--- src/rtl/cfg_bank_arbiter_if.sv ---
// Bus bundle for cfg_bank_arbiter.
// Carries the SPI write strobe (A), the local valid/ready requester (B) and
// the registered config-bank port.
//   slave  : the arbiter side. It takes A/B requests and bank read data, and
//            drives b_rdy, the read return and the bank port.
//   master : the environment side. This is the requesters plus the bank storage.
interface cfg_bank_arbiter_if #(
  parameter int ADDR_W    = 3,
  parameter int REG_WIDTH = 8
);
  // Requester A: SPI write strobe (cannot be stalled)
  logic                 a_wr_vld;
  logic [ADDR_W-1:0]    a_addr;
  logic [REG_WIDTH-1:0] a_wdata;
  // Requester B: local master, valid/ready, read or write
  logic                 b_vld;
  logic                 b_rdy;
  logic                 b_we;
  logic [ADDR_W-1:0]    b_addr;
  logic [REG_WIDTH-1:0] b_wdata;
  logic [REG_WIDTH-1:0] b_rdata;
  logic                 b_rdata_vld;
  // Config bank port
  logic                 bank_we;
  logic [ADDR_W-1:0]    bank_addr;
  logic [REG_WIDTH-1:0] bank_wdata;
  logic [REG_WIDTH-1:0] bank_rdata;

  modport slave (
    input  a_wr_vld, a_addr, a_wdata,
    input  b_vld, b_we, b_addr, b_wdata,
    output b_rdy, b_rdata, b_rdata_vld,
    output bank_we, bank_addr, bank_wdata,
    input  bank_rdata
  );

  modport master (
    output a_wr_vld, a_addr, a_wdata,
    output b_vld, b_we, b_addr, b_wdata,
    input  b_rdy, b_rdata, b_rdata_vld,
    input  bank_we, bank_addr, bank_wdata,
    output bank_rdata
  );
endinterface

--- src/rtl/cfg_bank_arbiter.sv ---
// cfg_bank_arbiter: shares the single port of the config register bank
// between the SPI write strobe (A) and a local valid/ready master (B).
// A is buffered in a 2-entry FIFO. Grants alternate round-robin when both
// requesters are pending. Each operation takes one IDLE decision cycle and
// one BUSY cycle.
// Ports:
//   clk, rstb : clock and synchronous active-low reset
//   ena       : block enable; low blocks FIFO pushes and new grants
//   ovf_clr   : clears the sticky a_ovf flag
//   a_ovf     : sticky flag, set when an SPI write was dropped on a full FIFO
//   addr_err  : one-cycle pulse when a granted op addressed a register >= NUM_CFG
//   bus       : A/B requester and bank signals (slave modport)
module cfg_bank_arbiter #(
  parameter int NUM_CFG   = 8,
  parameter int REG_WIDTH = 8,
  parameter int ADDR_W    = 3
) (
  input  logic                clk,
  input  logic                rstb,
  input  logic                ena,
  input  logic                ovf_clr,
  output logic                a_ovf,
  output logic                addr_err,
  cfg_bank_arbiter_if.slave   bus
);

  localparam logic [0:0] IDLE  = 1'b0;
  localparam logic [0:0] BUSY  = 1'b1;
  localparam logic       GNT_A = 1'b0;
  localparam logic       GNT_B = 1'b1;

  logic [0:0]           state;
  logic                 last_grant;

  logic [ADDR_W-1:0]    fifo_addr [2];
  logic [REG_WIDTH-1:0] fifo_data [2];
  logic                 rd_ptr;
  logic                 wr_ptr;
  logic [1:0]           fifo_cnt;

  // The read return stages: a granted B read is marked here in N+1. The
  // bank data is then captured so that it shows up as b_rdata in N+2.
  logic                 rd_pend;
  logic                 rd_inv;

  logic                 grant_a;
  logic                 grant_b;
  logic                 gnt_any;
  logic                 gnt_we;
  logic                 gnt_inv;
  logic [ADDR_W-1:0]    gnt_addr;
  logic [REG_WIDTH-1:0] gnt_wdata;
  logic                 push_req;
  logic                 push;
  logic                 drop;

  // NOTE: every signal gets a default at the top of always_comb, so no path
  // can leave it unassigned and infer a latch.
  always_comb begin
    grant_a = 1'b0;
    grant_b = 1'b0;
    if (state == IDLE && ena) begin
      // On a tie the grant goes to the requester that was not served last.
      if (fifo_cnt != 2'd0 && (!bus.b_vld || last_grant == GNT_B)) begin
        grant_a = 1'b1;
      end else if (bus.b_vld) begin
        grant_b = 1'b1;
      end
    end

    gnt_any   = grant_a || grant_b;
    gnt_we    = grant_a || bus.b_we;
    gnt_addr  = grant_a ? fifo_addr[rd_ptr] : bus.b_addr;
    gnt_wdata = grant_a ? fifo_data[rd_ptr] : bus.b_wdata;
    gnt_inv   = 32'(gnt_addr) >= 32'(NUM_CFG);

    // A full FIFO still accepts a write when its head leaves in the same
    // cycle. The freed slot is the one the write pointer already points to.
    push_req  = bus.a_wr_vld && ena;
    push      = push_req && (fifo_cnt != 2'd2 || grant_a);
    drop      = push_req && !push;
  end

  assign bus.b_rdy = grant_b;

  // NOTE: the FIFO storage is not reset. The occupancy count alone decides
  // which entries are valid, so the data flops need no reset path.
  always_ff @(posedge clk) begin
    if (push) begin
      fifo_addr[wr_ptr] <= bus.a_addr;
      fifo_data[wr_ptr] <= bus.a_wdata;
    end
  end

  // NOTE: sequential state uses non-blocking assignments only. Every flop
  // then samples values from before the edge, whatever order the lines are in.
  always_ff @(posedge clk) begin
    if (!rstb) begin
      state           <= IDLE;
      last_grant      <= GNT_B;
      rd_ptr          <= 1'b0;
      wr_ptr          <= 1'b0;
      fifo_cnt        <= 2'd0;
      a_ovf           <= 1'b0;
      addr_err        <= 1'b0;
      rd_pend         <= 1'b0;
      rd_inv          <= 1'b0;
      bus.bank_we     <= 1'b0;
      bus.bank_addr   <= '0;
      bus.bank_wdata  <= '0;
      bus.b_rdata     <= '0;
      bus.b_rdata_vld <= 1'b0;
    end else begin
      if (push)    wr_ptr <= ~wr_ptr;
      if (grant_a) rd_ptr <= ~rd_ptr;
      case ({push, grant_a})
        2'b10:   fifo_cnt <= fifo_cnt + 2'd1;
        2'b01:   fifo_cnt <= fifo_cnt - 2'd1;
        default: ;
      endcase

      // If a drop and a clear happen in the same cycle, the drop wins.
      if (drop)         a_ovf <= 1'b1;
      else if (ovf_clr) a_ovf <= 1'b0;

      // BUSY always lasts exactly one cycle, even while ena is low.
      state <= gnt_any ? BUSY : IDLE;

      if (gnt_any) begin
        last_grant    <= grant_b ? GNT_B : GNT_A;
        bus.bank_addr <= gnt_addr;
        if (gnt_we) bus.bank_wdata <= gnt_wdata;
      end
      bus.bank_we <= gnt_any && gnt_we && !gnt_inv;
      addr_err    <= gnt_any && gnt_inv;

      rd_pend         <= grant_b && !bus.b_we;
      rd_inv          <= gnt_inv;
      bus.b_rdata_vld <= rd_pend;
      if (rd_pend) bus.b_rdata <= rd_inv ? '0 : bus.bank_rdata;
    end
  end

endmodule
--- src/flat_wrapper.sv ---
// flat-port wrapper written by rule: the top's interface ports become plain ports
module cfg_bank_arbiter_flat 
#(
  parameter int NUM_CFG   = 8,
  parameter int REG_WIDTH = 8,
  parameter int ADDR_W    = 3
)
  (clk, rstb, ena, ovf_clr, a_ovf, addr_err, bus_a_wr_vld, bus_a_addr, bus_a_wdata, bus_b_vld, bus_b_we, bus_b_addr, bus_b_wdata, bus_b_rdy, bus_b_rdata, bus_b_rdata_vld, bus_bank_we, bus_bank_addr, bus_bank_wdata, bus_bank_rdata);
  cfg_bank_arbiter_if #(.ADDR_W(ADDR_W), .REG_WIDTH(REG_WIDTH)) bus_i ();
  input  logic clk;
  input  logic rstb;
  input  logic ena;
  input  logic ovf_clr;
  output logic a_ovf;
  output logic addr_err;
  input wire logic [$bits(bus_i.a_wr_vld)-1:0] bus_a_wr_vld;
  input wire logic [$bits(bus_i.a_addr)-1:0] bus_a_addr;
  input wire logic [$bits(bus_i.a_wdata)-1:0] bus_a_wdata;
  input wire logic [$bits(bus_i.b_vld)-1:0] bus_b_vld;
  input wire logic [$bits(bus_i.b_we)-1:0] bus_b_we;
  input wire logic [$bits(bus_i.b_addr)-1:0] bus_b_addr;
  input wire logic [$bits(bus_i.b_wdata)-1:0] bus_b_wdata;
  output wire logic [$bits(bus_i.b_rdy)-1:0] bus_b_rdy;
  output wire logic [$bits(bus_i.b_rdata)-1:0] bus_b_rdata;
  output wire logic [$bits(bus_i.b_rdata_vld)-1:0] bus_b_rdata_vld;
  output wire logic [$bits(bus_i.bank_we)-1:0] bus_bank_we;
  output wire logic [$bits(bus_i.bank_addr)-1:0] bus_bank_addr;
  output wire logic [$bits(bus_i.bank_wdata)-1:0] bus_bank_wdata;
  input wire logic [$bits(bus_i.bank_rdata)-1:0] bus_bank_rdata;
  assign bus_i.a_wr_vld = bus_a_wr_vld;
  assign bus_i.a_addr = bus_a_addr;
  assign bus_i.a_wdata = bus_a_wdata;
  assign bus_i.b_vld = bus_b_vld;
  assign bus_i.b_we = bus_b_we;
  assign bus_i.b_addr = bus_b_addr;
  assign bus_i.b_wdata = bus_b_wdata;
  assign bus_b_rdy = bus_i.b_rdy;
  assign bus_b_rdata = bus_i.b_rdata;
  assign bus_b_rdata_vld = bus_i.b_rdata_vld;
  assign bus_bank_we = bus_i.bank_we;
  assign bus_bank_addr = bus_i.bank_addr;
  assign bus_bank_wdata = bus_i.bank_wdata;
  assign bus_i.bank_rdata = bus_bank_rdata;
  cfg_bank_arbiter #(.NUM_CFG(NUM_CFG), .REG_WIDTH(REG_WIDTH), .ADDR_W(ADDR_W)) u_core (.clk(clk), .rstb(rstb), .ena(ena), .ovf_clr(ovf_clr), .a_ovf(a_ovf), .addr_err(addr_err), .bus(bus_i));
endmodule
--- config.mk ---
export PLATFORM = sky130hd
export DESIGN_NAME = cfg_bank_arbiter_flat
export DESIGN_NICKNAME = d
export VERILOG_FILES = /design/src/rtl/cfg_bank_arbiter_if.sv /design/src/rtl/cfg_bank_arbiter.sv /design/src/flat_wrapper.sv
export SDC_FILE = /design/constraint.sdc
export NUM_CORES = 1
export LEC_CHECK = 0
export ABC_AREA = 1
export CORE_ASPECT_RATIO = 0.6
export CORE_MARGIN = 2
export CORE_UTILIZATION = 50
export CTS_CLUSTER_SIZE = 40
export DETAILED_ROUTE_END_ITERATION = 7
export PLACE_DENSITY = 0.93
export REMOVE_ABC_BUFFERS = 1
export SETUP_SLACK_MARGIN = 0.2
export SLEW_MARGIN = 10
export SYNTH_ARGS = -nofsm -noshare
export SYNTH_HDL_FRONTEND = slang
export SYNTH_SLANG_ARGS = --single-unit
--- constraint.sdc ---
create_clock -name clk -period 2.7 [get_ports clk]
set_clock_uncertainty 0.05 [all_clocks]
set_input_delay 0.54 -clock clk [delete_from_list [all_inputs] [get_ports clk]]
set_output_delay 0.54 -clock clk [all_outputs]
set_load 0.02 [all_outputs]
==> impl_metrics.ini <==
[run_status]
outcome = complete, no violations

[critical_path]
worst_setup_path_startpoint = bus_b_vld
crit_fanout = 3
path_class = primary input to output port
worst_setup_path_start_kind = primary input
crit_chain = clkdlybuf4s50_1 > nand2_1 > and2_1 > nor2_1 > dlygate4sd2_1
kind_of_end_point_of_the_critical_path = output port
reg2reg_setup_slack_ps = 920
crit_slowest_cell = sky130_fd_sc_hd__clkdlybuf4s50_1
cpPeakStageDelay_ps = 510
worst_reg_to_reg_cells = 10
critical_path.reg2reg.endpoint = u_core.fifo_cnt[1]$_SDFFE_PN0P_
arrival_ps = 1740
cp_data_required_time_ps = 2110
timing.rr.start = u_core.fifo_cnt[0]$_SDFFE_PN0P_

[synth]
ys.warnings.count = 0
synth_cell_types = 26
syn_area_per_cell_um2 = 9.36
synth_seq_cells = 52
synth.largest_area_cell = sky130_fd_sc_hd__edfxtp_1
synth.yosys.seq_area_share_pct = 62.4
synthesis.area_um2 = 2020
synth_area_leaders = sky130_fd_sc_hd__edfxtp_1 33%, sky130_fd_sc_hd__dfxtp_1 30%, sky130_fd_sc_hd__nand2_1 12%, sky130_fd_sc_hd__o21ai_0 5.4%, sky130_fd_sc_hd__nor2_1 4.6%
netlist.area_leader.share_pct = 32.7
syn_inst = 216

[die]
coreArea_um2 = 3760
boundary_pin_count = 61
floorplan.die.height_um = 53.2
initial_cell_density_of_the_core_pct = 53.7
die_area_um2 = 4580
core.rowCount = 17
die-width_um = 86.1

[sta]
timing.final.hold_violations = 0
grt_setup_unrepaired = false
setup_total_negative_slack_ps = 0
hold_slack_ps = 409
max_clock_freq_ghz = 0.429
final_max_slew_viol_count = 0
finalCriticalPeriod_ps = 2330
fraction_of_the_cycle_the_final_worst_path_needs_pct = 86.4
final-setup-viol-count = 0

[power]
powerDensity_nw_per_um2 = 635
cellLeakagePower_nw = 1.14
worst_ir_drop_vdd_v = 0.000570

[finish]
antenna_cells_inserted = 0
fillerInstances = 257
layout-drive-gt1-share_pct = 7.53
area_overhead_vs_synth_pct = 36.8
finalNetCount = 316

[clock_network]
cts_inserted_buffers = 5
post_cts_buffers = 0
cts-htree-levels = 2
cts_max_path_buffers = 2
worstSkewPairLatency_ps = 300
ctsRootBufferMaster = sky130_fd_sc_hd__clkbuf_8
tritoncts = done
cts.sinks = 52
clk_transition_reported_paths_ps = 90

[flow_run]
cap_viol_max_count = 0

[grt]
track_usage_pct = 21.2
globalRouteMet1Util_pct = 26.1
via_count_of_the_first_global_routing_pass = 1571
use_met3_pct = 8.27
grt_overflow_total = 0
antenna_found_initial = 0
grt_use_met2_pct = 35.0
global_route_layer_with_the_greatest_usage = met2
grt_start_max_net_pins = 28
grt_first_pass_wirelength_mm = 7.14

[detailed_routing]
via_count_normalized_by_instance_count = 4.98
dr.first_iter.drc_count = 120
drt_pass1_iterations = 4
post_drt_wl_per_cell_um = 13.1
detailroute.via_count = 1625
totalWireLength_mm = 4.29
detail-route-antenna-nets = 0
drc_errors = 0

[hold_path]
worstHoldPathCells = 2
worstHoldEndpoint = u_core.bus.bank_wdata[0]$_SDFFE_PN0P_
hold_path_class = flop to flop
worst_hold_startpoint = u_core.bus.bank_wdata[0]$_SDFFE_PN0P_

[place]
place.detailed.hpwl_mm = 3.10
numPortBuffers = 59
gp_congestion = 0.834
## synthesized netlist by cell type
cell                       instances
sky130_fd_sc_hd__nand2_1          66
sky130_fd_sc_hd__dfxtp_1          30
sky130_fd_sc_hd__nor2_1           25
sky130_fd_sc_hd__edfxtp_1         22
sky130_fd_sc_hd__o21ai_0          22
sky130_fd_sc_hd__a21boi_0         10
sky130_fd_sc_hd__inv_1            10
sky130_fd_sc_hd__a21oi_1           4
sky130_fd_sc_hd__buf_2             3
sky130_fd_sc_hd__clkbuf_1          3
sky130_fd_sc_hd__inv_2             3
sky130_fd_sc_hd__nand3_1           3
sky130_fd_sc_hd__nor2_2            2
sky130_fd_sc_hd__a21oi_2           1
sky130_fd_sc_hd__a21oi_4           1
sky130_fd_sc_hd__and2_1            1
sky130_fd_sc_hd__buf_4             1
sky130_fd_sc_hd__buf_6             1
sky130_fd_sc_hd__conb_1            1
sky130_fd_sc_hd__ha_1              1
sky130_fd_sc_hd__nand2_2           1
sky130_fd_sc_hd__nand3_2           1
sky130_fd_sc_hd__nor3_1            1
sky130_fd_sc_hd__o211ai_1          1
sky130_fd_sc_hd__or2_2             1
sky130_fd_sc_hd__xor2_1            1
## power breakdown
group	internal, mW	leakage [nW]	total (mW)	switching (mW)
Clock	0.275	0.0558	0.521	0.247
Combinational	0.151	0.642	0.328	0.177
Sequential	0.874	0.446	0.907	0.0328
## final cells by class
type	instances	area (um^2)	area share, %
Clock buffer	5	68.8	2.49
Clock inverter	3	42.5	1.54
Inverter	13	48.8	1.76
Multi-Input combinational cell	143	666	24.1
Sequential cell	52	1260	45.6
Tap cell	47	58.8	2.13
Timing Repair Buffer	63	619	22.4
## metal layers
layer	share of wire, %	vias to the layer above
met5	0	-
met4	1.8	0
met3	5.6	10
met2	46	51
met1	46	736
li1	-	828
## worst max-delay path: cells and delay by family
kind	cells	cell delay (ps)
buffers and inverters	2	850
AND/OR/NAND/NOR	3	350
## stage by stage
stage,instance area (um^2),util [%],setup slack [ps],cells,power [mW]
2_1_floorplan,1980,-,439,208,1.09
3_5_place_dp,2660,70.5,71.3,318,1.25
5_1_grt,2770,73.4,209,326,1.84
4_1_cts,2770,73.4,354,326,1.77
6_report,2770,73.4,368,326,1.76
3_3_place_gp,2660,70.5,109,318,1.24
## how the worst max path moves through the flow
stage / endpoint / slack [ps] / cells after the start
5_1_grt: bus_b_rdy / 210 / 6
4_1_cts: bus_b_rdy / 350 / 5
3_3_place_gp: bus_b_rdy / 110 / 5
2_1_floorplan: u_core.fifo_addr[0][0]$_DFFE_PP_ / 440 / 6
6_report: bus_b_rdy / 370 / 5
3_5_place_dp: bus_b_rdy / 70 / 5
## cell usage in the layout, fill, tap and decap left out
cell type                         count
sky130_fd_sc_hd__clkbuf_8             5
sky130_fd_sc_hd__dfxtp_1             30
sky130_fd_sc_hd__a21oi_2              1
sky130_fd_sc_hd__conb_1               1
sky130_fd_sc_hd__nor3_1               1
sky130_fd_sc_hd__clkinv_1             1
sky130_fd_sc_hd__xor2_1               1
sky130_fd_sc_hd__nor2_2               2
sky130_fd_sc_hd__ha_1                 1
sky130_fd_sc_hd__and2_1               1
sky130_fd_sc_hd__a21boi_0            10
sky130_fd_sc_hd__inv_2                3
sky130_fd_sc_hd__o211ai_1             1
sky130_fd_sc_hd__inv_1               10
sky130_fd_sc_hd__nor2_1              25
sky130_fd_sc_hd__a21oi_4              1
sky130_fd_sc_hd__edfxtp_1            22
sky130_fd_sc_hd__bufinv_16            1
sky130_fd_sc_hd__dlygate4sd2_1        1
sky130_fd_sc_hd__nand2_2              1
sky130_fd_sc_hd__clkinv_4             1
sky130_fd_sc_hd__nand3_1              3
sky130_fd_sc_hd__buf_4                4
sky130_fd_sc_hd__o21ai_0             22
sky130_fd_sc_hd__nand2_1             66
sky130_fd_sc_hd__a21oi_1              4
sky130_fd_sc_hd__clkdlybuf4s50_1     58
sky130_fd_sc_hd__or2_2                1
sky130_fd_sc_hd__nand3_2              1
## repair_timing
action | in CTS | in global routing
hold endpoints to repair | 0 | 0
hold buffers | 0 | 0
gates resized for setup | 1 | 0
endpoints found under the setup margin | 1 | 0
## sequential cells by signal (all words and copies together), names as in the netlist, named ones only
register / count
u_core.fifo_cnt: 2
u_core.bus.bank_we: 1
u_core.fifo_data: 16
u_core.bus.bank_wdata: 8
u_core.bus.b_rdata: 8
u_core.wr_ptr: 1
u_core.rd_ptr: 1
u_core.last_grant: 1
u_core.rd_pend: 1
u_core.bus.bank_addr: 3
u_core.a_ovf: 1
u_core.bus.b_rdata_vld: 1
u_core.state: 1
u_core.fifo_addr: 6
## cell families (layout without fill, tap and decap cells)
family | after synthesis | after routing | share of synthesized area (%)
AOI/OAI and AO/OA | 39 | 39 | 11.8
adders and majority gates | 1 | 1 | 0.619
buffers and inverters | 21 | 84 | 4.64
xor gates and xnor gates | 1 | 1 | 0.434
DFF | 52 | 52 | 62.4
other | 1 | 1 | 0.186
and+or+nand+nor | 101 | 101 | 19.9
No activity file was read; power rests on OpenSTA's default activity.
